===== src/rtl/if_id_queue.sv =====
`default_nettype none
// ============================================================================
//  Module      : if_id_queue
//  Description : Fetch-to-decode instruction queue. A circular buffer of
//                {inst, pc} entries sits between the fetch stage (push side)
//                and the decode stage (pop side). When the queue is empty,
//                decode is given NOP_INST at PC 0. A flush (redirect) empties
//                the queue at the next edge and drops any push or pop in that
//                cycle.
//
//  Ports       : clk       - clock, all state updates on the rising edge
//                rst       - synchronous active-high reset
//                if_valid  - fetch presents a valid instruction
//                if_inst   - fetched instruction (32 b)
//                if_pc     - PC of if_inst (64 b)
//                if_ready  - queue accepts a push (low = hold fetch)
//                flush     - redirect; discard queued and incoming entries
//                id_ready  - decode consumes the head entry
//                id_valid  - head entry is valid
//                id_inst   - head instruction (NOP_INST when empty)
//                id_pc     - head PC (0 when empty)
//                count     - current occupancy
//
//  Revision    : 1.0 - initial release
// ============================================================================
module if_id_queue #(
    parameter int          DEPTH    = 2,
    parameter logic [31:0] NOP_INST = 32'h00000013
) (
    input  logic                       clk,
    input  logic                       rst,
    input  logic                       if_valid,
    input  logic [31:0]                if_inst,
    input  logic [63:0]                if_pc,
    output logic                       if_ready,
    input  logic                       flush,
    input  logic                       id_ready,
    output logic                       id_valid,
    output logic [31:0]                id_inst,
    output logic [63:0]                id_pc,
    output logic [$clog2(DEPTH):0]     count
);

    localparam int                c_ptr_w   = $clog2(DEPTH);
    localparam int                c_cnt_w   = c_ptr_w + 1;
    localparam logic [c_cnt_w-1:0] c_depth  = c_cnt_w'(DEPTH);
    localparam logic [c_cnt_w-1:0] c_cnt_one = c_cnt_w'(1);
    localparam logic [c_ptr_w-1:0] c_ptr_one = c_ptr_w'(1);

    // Entry storage is deliberately left without reset: its content is only
    // observed while the occupancy is non-zero.
    logic [31:0]        r_inst [DEPTH];
    logic [63:0]        r_pc   [DEPTH];

    logic [c_ptr_w-1:0] r_wp;
    logic [c_ptr_w-1:0] r_rp;
    logic [c_cnt_w-1:0] r_count;

    logic w_empty;
    logic w_push;
    logic w_pop;

    // Ready and valid depend only on the registered occupancy, so there is no
    // combinational path from if_valid or id_ready to either handshake.
    // A pop while full therefore does not open the queue until the next cycle.
    assign w_empty  = (r_count == '0);
    assign if_ready = (r_count < c_depth);
    assign id_valid = !w_empty;

    assign w_push = if_valid && if_ready && !flush;
    assign w_pop  = id_valid && id_ready && !flush;

    // No bypass: an empty queue shows the NOP, never the incoming fetch.
    assign id_inst = w_empty ? NOP_INST : r_inst[r_rp];
    assign id_pc   = w_empty ? 64'h0    : r_pc[r_rp];
    assign count   = r_count;

    always_ff @(posedge clk) begin
        if (w_push && !rst) begin
            r_inst[r_wp] <= if_inst;
            r_pc[r_wp]   <= if_pc;
        end
    end

    always_ff @(posedge clk) begin
        if (rst || flush) begin
            r_wp    <= '0;
            r_rp    <= '0;
            r_count <= '0;
        end else begin
            if (w_push) begin
                r_wp <= r_wp + c_ptr_one;
            end
            if (w_pop) begin
                r_rp <= r_rp + c_ptr_one;
            end
            case ({w_push, w_pop})
                2'b10:   r_count <= r_count + c_cnt_one;
                2'b01:   r_count <= r_count - c_cnt_one;
                default: r_count <= r_count;
            endcase
        end
    end

endmodule
`default_nettype wire


===== config.mk =====
export PLATFORM = sky130hd
export DESIGN_NAME = if_id_queue
export DESIGN_NICKNAME = d
export VERILOG_FILES = /design/src/rtl/if_id_queue.sv
export SDC_FILE = /design/constraint.sdc
export NUM_CORES = 1
export LEC_CHECK = 0
export BUFFER_PORTS_ARGS = -buffer_cell sky130_fd_sc_hd__buf_2
export CORE_ASPECT_RATIO = 1.2
export CORE_MARGIN = 4
export CORE_UTILIZATION = 58
export CTS_BUF_LIST = sky130_fd_sc_hd__clkbuf_2
export DETAILED_ROUTE_END_ITERATION = 8
export PLACE_DENSITY = 0.93
export SYNTH_ARGS = -nofsm -noshare
export SYNTH_HDL_FRONTEND = slang
export SYNTH_SLANG_ARGS = --single-unit

===== constraint.sdc =====
create_clock -name clk -period 24.1 [get_ports clk]
set_clock_uncertainty 0.1 [all_clocks]
set_input_delay 6.025 -clock clk [delete_from_list [all_inputs] [get_ports clk]]
set_output_delay 6.025 -clock clk [all_outputs]
set_load 0.005 [all_outputs]

==> results of run 1 <==
[layout by cell type, fill, tap and decap left out, drive strengths merged]
cell type	count
or3	1
inv	4
ha	1
buf	206
nor2b	1
dfxtp	5
nand2b	2
nor4	1
a211oi	1
nor2	95
nor3	4
diode	2
nor4b	1
o21ai	2
mux2i	96
clkinvlp	3
xor2	2
edfxtp	192
nand2	3
clkinv	6
clkbuf	19
bufinv	2
xnor2	2
[critical path, cell delays in order, from the launching register on]
cell and delay (ns):
dfxtp_4 0.92, buf_4 0.78, mux2i_1 0.31, nor2_1 0.07
buf_2 0.17
[metal layers]
metal	vias up	routed length [microns]	GRT usage, %
met2	164	7390	33.6
li1	2016	-	-
met5	-	13	0
met1	2045	5410	22.5
met3	19	1090	6.89
met4	2	234	6.42
[where the power goes]
part           switching [mW]  leakage (nW)  internal [mW]  total, mW
Sequential            0.00238          1.79          0.383      0.385
Combinational          0.0170          1.33         0.0135     0.0304
Clock                   0.102         0.138         0.0479      0.150
Total                   0.121          3.25          0.444      0.565
[registers in the layout, indices dropped and copies added, names as in the netlist, named ones only]
register / count
r_pc: 128
r_wp: 1
r_rp: 1
count: 2
r_inst: 64
[cell families (layout without fill, tap and decap cells)]
kind of cell / count (synthesis) / after routing / synth area share [%]
mux: 96 / 96 / 12.9
buf+inv: 23 / 240 / 1.63
other cells: 0 / 2 / 0
flops: 197 / 197 / 78.8
simple gates: 108 / 108 / 5.75
xor+xnor: 4 / 4 / 0.471
fa+ha+maj: 1 / 1 / 0.168
compound gates: 3 / 3 / 0.235
[worst max path at each step]
stage | endpoint | from | depth (start not counted) | slack (ns)
floorplan | r_inst[1][0] | flush | 2 | 7.19
global placement | id_pc[18] | flop | 4 | 15.78
detailed placement | id_pc[1] | flop | 4 | 15.72
CTS | id_pc[1] | flop | 4 | 14.82
global route | id_inst[2] | flop | 4 | 14.71
finish | id_pc[1] | flop | 4 | 14.96
[metrics by stage]
step                      hold WS, ns  setup slack (ns)  utilization (%)  area [sq um]
final                           0.490             14.96             70.0          8830
after global routing            0.516             14.71             70.0          8830
after CTS                       0.491             14.82             70.0          8830
after detailed placement        0.464             15.72             68.2          8600
after global placement          0.441             15.78             68.2          8600
after floorplan                 0.420              7.19                -          7440
[area by class of cell]
cell class	count	area share, %
Multi-Input combinational cell	212	16.7
Timing Repair Buffer	206	11.8
Clock buffer	19	1.08
Antenna cell	2	0.0566
Clock inverter	13	1.50
Inverter	2	0.0850
Sequential cell	197	66.4
Tap cell	164	2.32
==> flow_summary.toml, run 1 <==
[floorplan]
fp.dieArea_sq_um = 14700
die_y_microns = 132
io_pins = 201
core_sq_um = 12600
row_count = 45
start_util_pct = 59.0
die_w_microns = 111

[synth]
synth_top_area_share_pct = 77.5
synth_commonest_cells = "edfxtp_1, mux2i_1, nor2_1"
syn_inst = 432
async_flop_share_pct = 0
synth_edf_count = 192
yosysMostFrequentCell = "edfxtp_1"
yosys_warnings = 0
yosys.area.top_type = "edfxtp_1"
synth_area_leaders = "edfxtp_1, mux2i_1, nor2_1"
synth-main-ff-cell = "edfxtp_1"
synth_seq_area_share_pct = 78.8
synth_area_per_cell_sq_um = 17.2
ys_types = 20
netlist_area_sq_um = 7440
ys_seq_elements = 197
syn-num-nets = 534

[clock_tree]
postCtsSetupRepairBufs = 0
cts_buffers = 17
postCtsHoldBufs = 0
clk_pin_slew_worst_paths_ns = 0.26
cts_tree = "yes"
worstSkewPairLatency_ns = 0.70
cts-resized-gates = 0
clock-root-buffer = "clkbuf_2"
clock_sinks = 197
clock_path_buffers = 2
htree_levels = 4

[routing]
vias = 4246
drt_pass1_iterations = 4
wl_microns = 14100
first_iter_violations = 227
wl_per_cell_microns = 17.3
ant_nets = 0
via_per_inst = 5.21
drc = 0

[critical_path]
critPathMaxFanout = 51
r2r_start = "count[1]"
cp_data_required_time_ns = 17.98
critPathKind = "reg2out"
ff2ff_path_depth = 2
worst_ep_arrival_time_ns = 3.01
rrSetupSlack_ns = 22.05
critPathCaptureType = "output port"
r2r-end = "r_pc[1][17]"
crit_path_start_kind = "flop"

[worst_hold_path]
hold_depth = 2
min_from = "r_wp"
hp-class = "reg2reg"
holdPathEnd = "r_wp"

[global_routing]
grt_max_degree = 95
grt_pass1_vias = 4487
overflow = 0
grt_antenna_before_repair = 3
grt_pass1_wl_microns = 22100
track_usage_pct = 19.4

[sta]
finalCriticalPeriod_ns = 9.14
slew_violations = 0
worstMarginPinSlew_ns = 0.947
setup_viol = 0
period_share_pct = 37.9
hold_violations = 0
rsz0062_at_grt = "false"
maxSlewHeadroom_pct = 36.9
setup_tns_ns = 0
timing.fmax_ghz = 0.109

[layout]
num-fill-cells = 854
drive_above_1_share_pct = 37.1
stdcell_count = 815
regArea_sq_um = 5870
area_growth_pct = 18.7
nNetsFinal = 738
multi_input_area_sq_um = 1470

[pwr]
total_power_mw = 0.565
power_density_nw_per_um2 = 64.0
peakVddDrop_mv = 0.0420
leakagePower_nw = 3.25

[placement]
routabilityCongestion = 0.778
dp_hpwl_microns = 9460
dpl.cell_count = 781
io_buffers = 200

[status]
outcome = "complete, no violations"

[job]
drv_cap = 0
(Power assumes the default switching activity.)
==> run 2: changes to the inputs <==
--- a/config.mk
+++ b/config.mk
@@ -5,13 +5,14 @@
 export SDC_FILE = /design/constraint.sdc
 export NUM_CORES = 1
 export LEC_CHECK = 0
+export ABC_AREA = 1
 export BUFFER_PORTS_ARGS = -buffer_cell sky130_fd_sc_hd__buf_2
 export CORE_ASPECT_RATIO = 1.2
 export CORE_MARGIN = 4
-export CORE_UTILIZATION = 58
+export CORE_UTILIZATION = 49
 export CTS_BUF_LIST = sky130_fd_sc_hd__clkbuf_2
 export DETAILED_ROUTE_END_ITERATION = 8
-export PLACE_DENSITY = 0.93
+export PLACE_DENSITY = 0.84
 export SYNTH_ARGS = -nofsm -noshare
 export SYNTH_HDL_FRONTEND = slang
 export SYNTH_SLANG_ARGS = --single-unit
==> constraint.sdc (replaced) <==
create_clock -name clk -period 7.4 [get_ports clk]
set_clock_uncertainty 0.1 [all_clocks]
set_input_delay 1.85 -clock clk [delete_from_list [all_inputs] [get_ports clk]]
set_output_delay 1.85 -clock clk [all_outputs]
set_load 0.005 [all_outputs]
==> run 2 against run 1 <==
Via count rose by 13%. Area after synthesis rose by 2.3%. Die area rose by 20%. Final cell count rose by 18%. Setup slack got worse by 12 ns. Clock-buffer cell count did not move. Synthesized cell count rose by 28%. First-iteration DRC count rose by 27%. Non-clock buffer count did not move.
==> flow_summary.toml, run 2 <==
[status]
outcome = "complete, no violations"

[sta]
slew_violations = 0
rsz0062_at_grt = "false"
maxSlewHeadroom_pct = 15.8
finalHoldWorstSlack_ns = 0.406
setup_slack_ns = 2.66
setup_viol = 0
period_share_pct = 64.1
timing.fmax_ghz = 0.211
hold_violations = 0
finalCriticalPeriod_ns = 4.74
setup_tns_ns = 0
worstMarginPinSlew_ns = 1.26

[synth]
async_flop_share_pct = 0
synth_area_per_cell_sq_um = 13.8
syn-num-nets = 653
yosys.area.top_type = "edfxtp_1"
syn_inst = 551
synth-main-ff-cell = "edfxtp_1"
synth_commonest_cells = "nand2_1, edfxtp_1, a21oi_1"
synth_top_area_share_pct = 75.8
synth_seq_area_share_pct = 77.1
yosys_warnings = 0
yosysMostFrequentCell = "nand2_1"
ys_types = 19
netlist_area_sq_um = 7610
ys_seq_elements = 197
synth_area_leaders = "edfxtp_1, nand2_1, a21oi_1"
synth_edf_count = 192

[layout]
area_growth_pct = 16.6
largest_reg_flops = 128
drive_above_1_share_pct = 36.0
layout_commonest_cell = "buf_2"
top_register = "r_pc"
fin_util_pct = 58.6
stdcell_count = 963
most-common-layout-cells = "buf_2, nand2_1, edfxtp_1, a21oi_1, a21oi_2"
nNetsFinal = 847
finish.instance_area_sq_um = 8870

[placement]
dpl_worst_slack_ns = 3.23
placed_cell_area_sq_um = 8670
io_buffers = 200
routabilityCongestion = 0.787
dp_hpwl_microns = 9740
dpl.cell_count = 930

[critical_path]
startpoint = "count[0]"
critPathKind = "reg2out"
cp_data_required_time_ns = 5.45
critPathMaxFanout = 94
crit_path_start_kind = "flop"
critPathCaptureType = "output port"
r2r_start = "count[0]"
worst_ep_arrival_time_ns = 2.79

[clock_tree]
clk_pin_slew_worst_paths_ns = 0.26
worstSkewPairLatency_ns = 0.72
cts_tree = "yes"
postCtsSetupRepairBufs = 0
clock-root-buffer = "clkbuf_2"
clock_path_buffers = 2
htree_levels = 4
clock_sinks = 197
postCtsHoldBufs = 0
cts-resized-gates = 0
cts_buffers = 17

[global_routing]
track_usage_pct = 17.4
overflow = 0
grt_pass1_wl_microns = 23200
grt_pass1_vias = 4756
grt_max_degree = 97
grt_antenna_before_repair = 1

[floorplan]
row_count = 49
fp.dieArea_sq_um = 17600
die_y_microns = 145
io_pins = 201
die_w_microns = 122
core_sq_um = 15100
start_util_pct = 50.3

[routing]
drc = 0
wl_microns = 15400
drt_pass1_iterations = 4
first_iter_violations = 288
wl_per_cell_microns = 16.0
via_per_inst = 4.99
ant_nets = 0
vias = 4804

[pwr]
peakVddDrop_mv = 0.175
seqPwrFrac_pct = 68.9
comb_power_share_pct = 5.6
power_density_nw_per_um2 = 205
leakagePower_nw = 3.51
swShare_pct = 22.4
total_power_mw = 1.82
p_int_mw = 1.41
p_clk_share_pct = 25.5
p_switching_mw = 0.407

[worst_hold_path]
min_from = "r_rp"
hp-class = "reg2reg"

[job]
drv_cap = 0
run 2: changes by cell type in the layout (fill, tap and decap cells not counted), moves of 4 or more:
cell / change
mux2i_1: -96
nand2_1: +196
a21oi_1: +62
inv_1: +5
a21oi_2: +32
nand3_1: +4
nor2_1: -85
run 2: area by class of cell:
cell class                 count  area, sq um
tap                          204          255
clock buffer                  19         95.1
fill                        1209         6270
clock inverter                13          106
multi-input combinational    315         1470
inverter                       8         32.5
sequential                   197         5870
timing repair buffer         206         1050
antenna                        1         2.50
run 2: routing by layer:
layer	vias to the layer above	share of wire (%)	global-route usage, %
met2	166	52	30.6
met4	0	2.5	6.90
met3	34	5.6	4.89
met1	2279	40	20.2
li1	2325	-	-
met5	-	0	0
run 2: final timing paths:
path	slack [ns]	cells past startpoint	end
max reg2reg	4.63	11	count[1]
max	2.66	5	id_inst[0]
min reg2reg	0.41	2	flop
min	0.41	2	flop
run 2: power by group through the flow:
stage | Sequential (mW) | Clock [mW] | Combinational (mW)
2_1_floorplan | 1.28 | 0 | 0.0474
3_3_place_gp | 1.27 | 0 | 0.0984
3_5_place_dp | 1.28 | 0 | 0.102
4_1_cts | 1.25 | 0.481 | 0.102
5_1_grt | 1.25 | 0.525 | 0.113
6_report | 1.25 | 0.464 | 0.101
run 2: kinds of logic after synthesis:
logic type                 after synthesis  share of synthesized area (%)
buffers and inverters                   39                           3.83
xor gates and xnor gates                 1                          0.115
AOI/OAI and AO/OA                       95                           7.83
adders and majority gates                1                          0.164
DFF                                    197                           77.1
and+or+nand+nor                        218                           11.0
run 2: worst max-delay path: stages (launching register included):
cell and delay, ns:
dfxtp_1 0.45, nor2_4 0.10, buf_4 0.85, inv_1 0.37, nand3_1 0.15, buf_2 0.13
==> run 3: changes to the inputs <==
--- a/config.mk
+++ b/config.mk
@@ -9,10 +9,10 @@
 export BUFFER_PORTS_ARGS = -buffer_cell sky130_fd_sc_hd__buf_2
 export CORE_ASPECT_RATIO = 1.2
 export CORE_MARGIN = 4
-export CORE_UTILIZATION = 49
+export CORE_UTILIZATION = 54
 export CTS_BUF_LIST = sky130_fd_sc_hd__clkbuf_2
 export DETAILED_ROUTE_END_ITERATION = 8
-export PLACE_DENSITY = 0.84
+export PLACE_DENSITY = 0.87
 export SYNTH_ARGS = -nofsm -noshare
 export SYNTH_HDL_FRONTEND = slang
 export SYNTH_SLANG_ARGS = --single-unit
==> constraint.sdc (replaced) <==
create_clock -name clk -period 4.6 [get_ports clk]
set_clock_uncertainty 0.1 [all_clocks]
set_input_delay 1.15 -clock clk [delete_from_list [all_inputs] [get_ports clk]]
set_output_delay 1.15 -clock clk [all_outputs]
set_load 0.005 [all_outputs]
==> run 3 against run 2 <==
Final area is 0.45% higher. Core utilization is 5.9 points higher. First-iteration DRC count is 34% higher. Die area is 8.7% lower. Highest routed layer is now met5.
==> flow_summary.toml, run 3 (same netlist as run 2, synthesis figures left out) <==
[status]
outcome = "complete, no violations"

[critical_path]
critPathCaptureType = "output port"
max_stage_delay_ns = 0.77
path_buf_inv = 2
critPathKind = "reg2out"
worst_path_max_delay_cell = "inv_4"
cp_data_required_time_ns = 3.35
cp_top_family = "buffers and inverters"
crit_path_start_kind = "flop"
critPathMaxFanout = 96
crit_cells = 4
worst_ep_arrival_time_ns = 2.59
rrSetupSlack_ns = 2.34
ff2ff_path_depth = 11
path_cells = "inv_4 -> nand2_1 -> a21oi_1 -> buf_2"

[clock_tree]
clock-root-buffer = "clkbuf_2"
cts-resized-gates = 0
cts_tree = "yes"
clk_pin_slew_worst_paths_ns = 0.25
clock_path_buffers = 2
htree_levels = 4
worstSkewPairLatency_ns = 0.73
postCtsHoldBufs = 0
clock_sinks = 197
postCtsSetupRepairBufs = 0
cts_buffers = 17

[routing]
ant_nets = 0
wl_microns = 16000
drt_pass1_iterations = 4
via_per_inst = 5.23
vias = 4881
drc = 0
first_iter_violations = 385
wl_per_cell_microns = 17.1

[global_routing]
grt_pass1_vias = 4909
grt_max_degree = 97
overflow = 0
grt_pass1_wl_microns = 24200
grt_antenna_before_repair = 6
track_usage_pct = 19.8

[pwr]
power_density_nw_per_um2 = 339
comb_power_share_pct = 5.4
seqPwrFrac_pct = 66.6
p_int_mw = 2.33
p_clk_share_pct = 28.0
swShare_pct = 22.9
peakVddDrop_mv = 0.257
p_switching_mw = 0.691
total_power_mw = 3.02
leakagePower_nw = 3.52

[layout]
top_register = "r_pc"
finish.instance_area_sq_um = 8910
layout_commonest_cell = "buf_2"
nNetsFinal = 848
drive_above_1_share_pct = 36.4
largest_reg_flops = 128
most-common-layout-cells = "buf_2, nand2_1, edfxtp_1, a21oi_1, a21oi_2"
num-fill-cells = 1052
area_growth_pct = 17.1

[floorplan]
die_w_microns = 116
row_count = 47
io_pins = 201
die_y_microns = 138
fp.dieArea_sq_um = 16100
start_util_pct = 55.1
core_sq_um = 13800

[placement]
routabilityCongestion = 0.743
io_buffers = 200
dp_hpwl_microns = 10400
placed_cell_area_sq_um = 8650

[sta]
maxSlewHeadroom_pct = 34.6
setup_viol = 0
finalHoldWorstSlack_ns = 0.457
finalCriticalPeriod_ns = 3.84
hold_violations = 0
slew_violations = 0
period_share_pct = 83.6
worstMarginPinSlew_ns = 0.981
rsz0062_at_grt = "false"
timing.fmax_ghz = 0.260

[job]
drv_cap = 0

[worst_hold_path]
hold_depth = 2
hp-class = "reg2reg"
## run 3: path summary, 6_finish.rpt
path,end,from
setup / recovery,id_inst[10],flop
hold / removal,r_rp,r_rp
setup reg to reg,count[1],count[0]
hold reg to reg,r_rp,r_rp
## run 3: routing by layer
| layer | track usage (%) | vias to the layer above | share of wire [%] |
|---|---|---|---|
| met5 | 0 | - | 0.23 |
| met4 | 8.61 | 6 | 2.8 |
| met3 | 6.21 | 42 | 6.6 |
| met2 | 34.2 | 161 | 54 |
| met1 | 22.1 | 2337 | 37 |
| li1 | - | 2335 | - |
## run 3: power by group through the flow
stage	Clock, mW	Combinational, mW	Sequential [mW]
5_1_grt	0.959	0.180	2.02
3_3_place_gp	0	0.157	2.05
2_1_floorplan	0	0.0765	2.05
3_5_place_dp	0	0.164	2.05
6_report	0.845	0.163	2.01
4_1_cts	0.873	0.165	2.01
## run 3: layout make-up
type | count | area, sq um | share of cell area [%]
Multi-Input combinational cell | 315 | 1480 | 16.6
Inverter | 8 | 32.5 | 0.365
Tap cell | 171 | 214 | 2.40
Clock inverter | 15 | 170 | 1.91
Antenna cell | 4 | 10.0 | 0.112
Sequential cell | 197 | 5870 | 65.8
Timing Repair Buffer | 207 | 1050 | 11.8
Clock buffer | 17 | 85.1 | 0.954
## run 3: metrics by stage
| stage | std cells | utilization (%) | worst slack (ns) | setup TNS (ns) |
|---|---|---|---|---|
| global placement | 898 | 62.6 | 1.53 | 0 |
| CTS | 930 | 64.4 | 0.603 | 0 |
| detailed placement | 898 | 62.6 | 1.53 | 0 |
| global route | 933 | 64.5 | 0.429 | 0 |
| finish | 934 | 64.5 | 0.756 | 0 |
| floorplan | 551 | - | -1.13 | -216.20 |
## run 3: worst register-to-register path, stage by stage (launching register included)
cell	delay [ns]
dfxtp_1	0.45
nor2_4	0.12
buf_4	0.49
inv_1	0.26
nand2_1	0.12
nor2_1	0.05
ha_1	0.30
inv_1	0.08
nand2_1	0.05
nor2_1	0.08
nor2_1	0.04
nor2_1	0.09
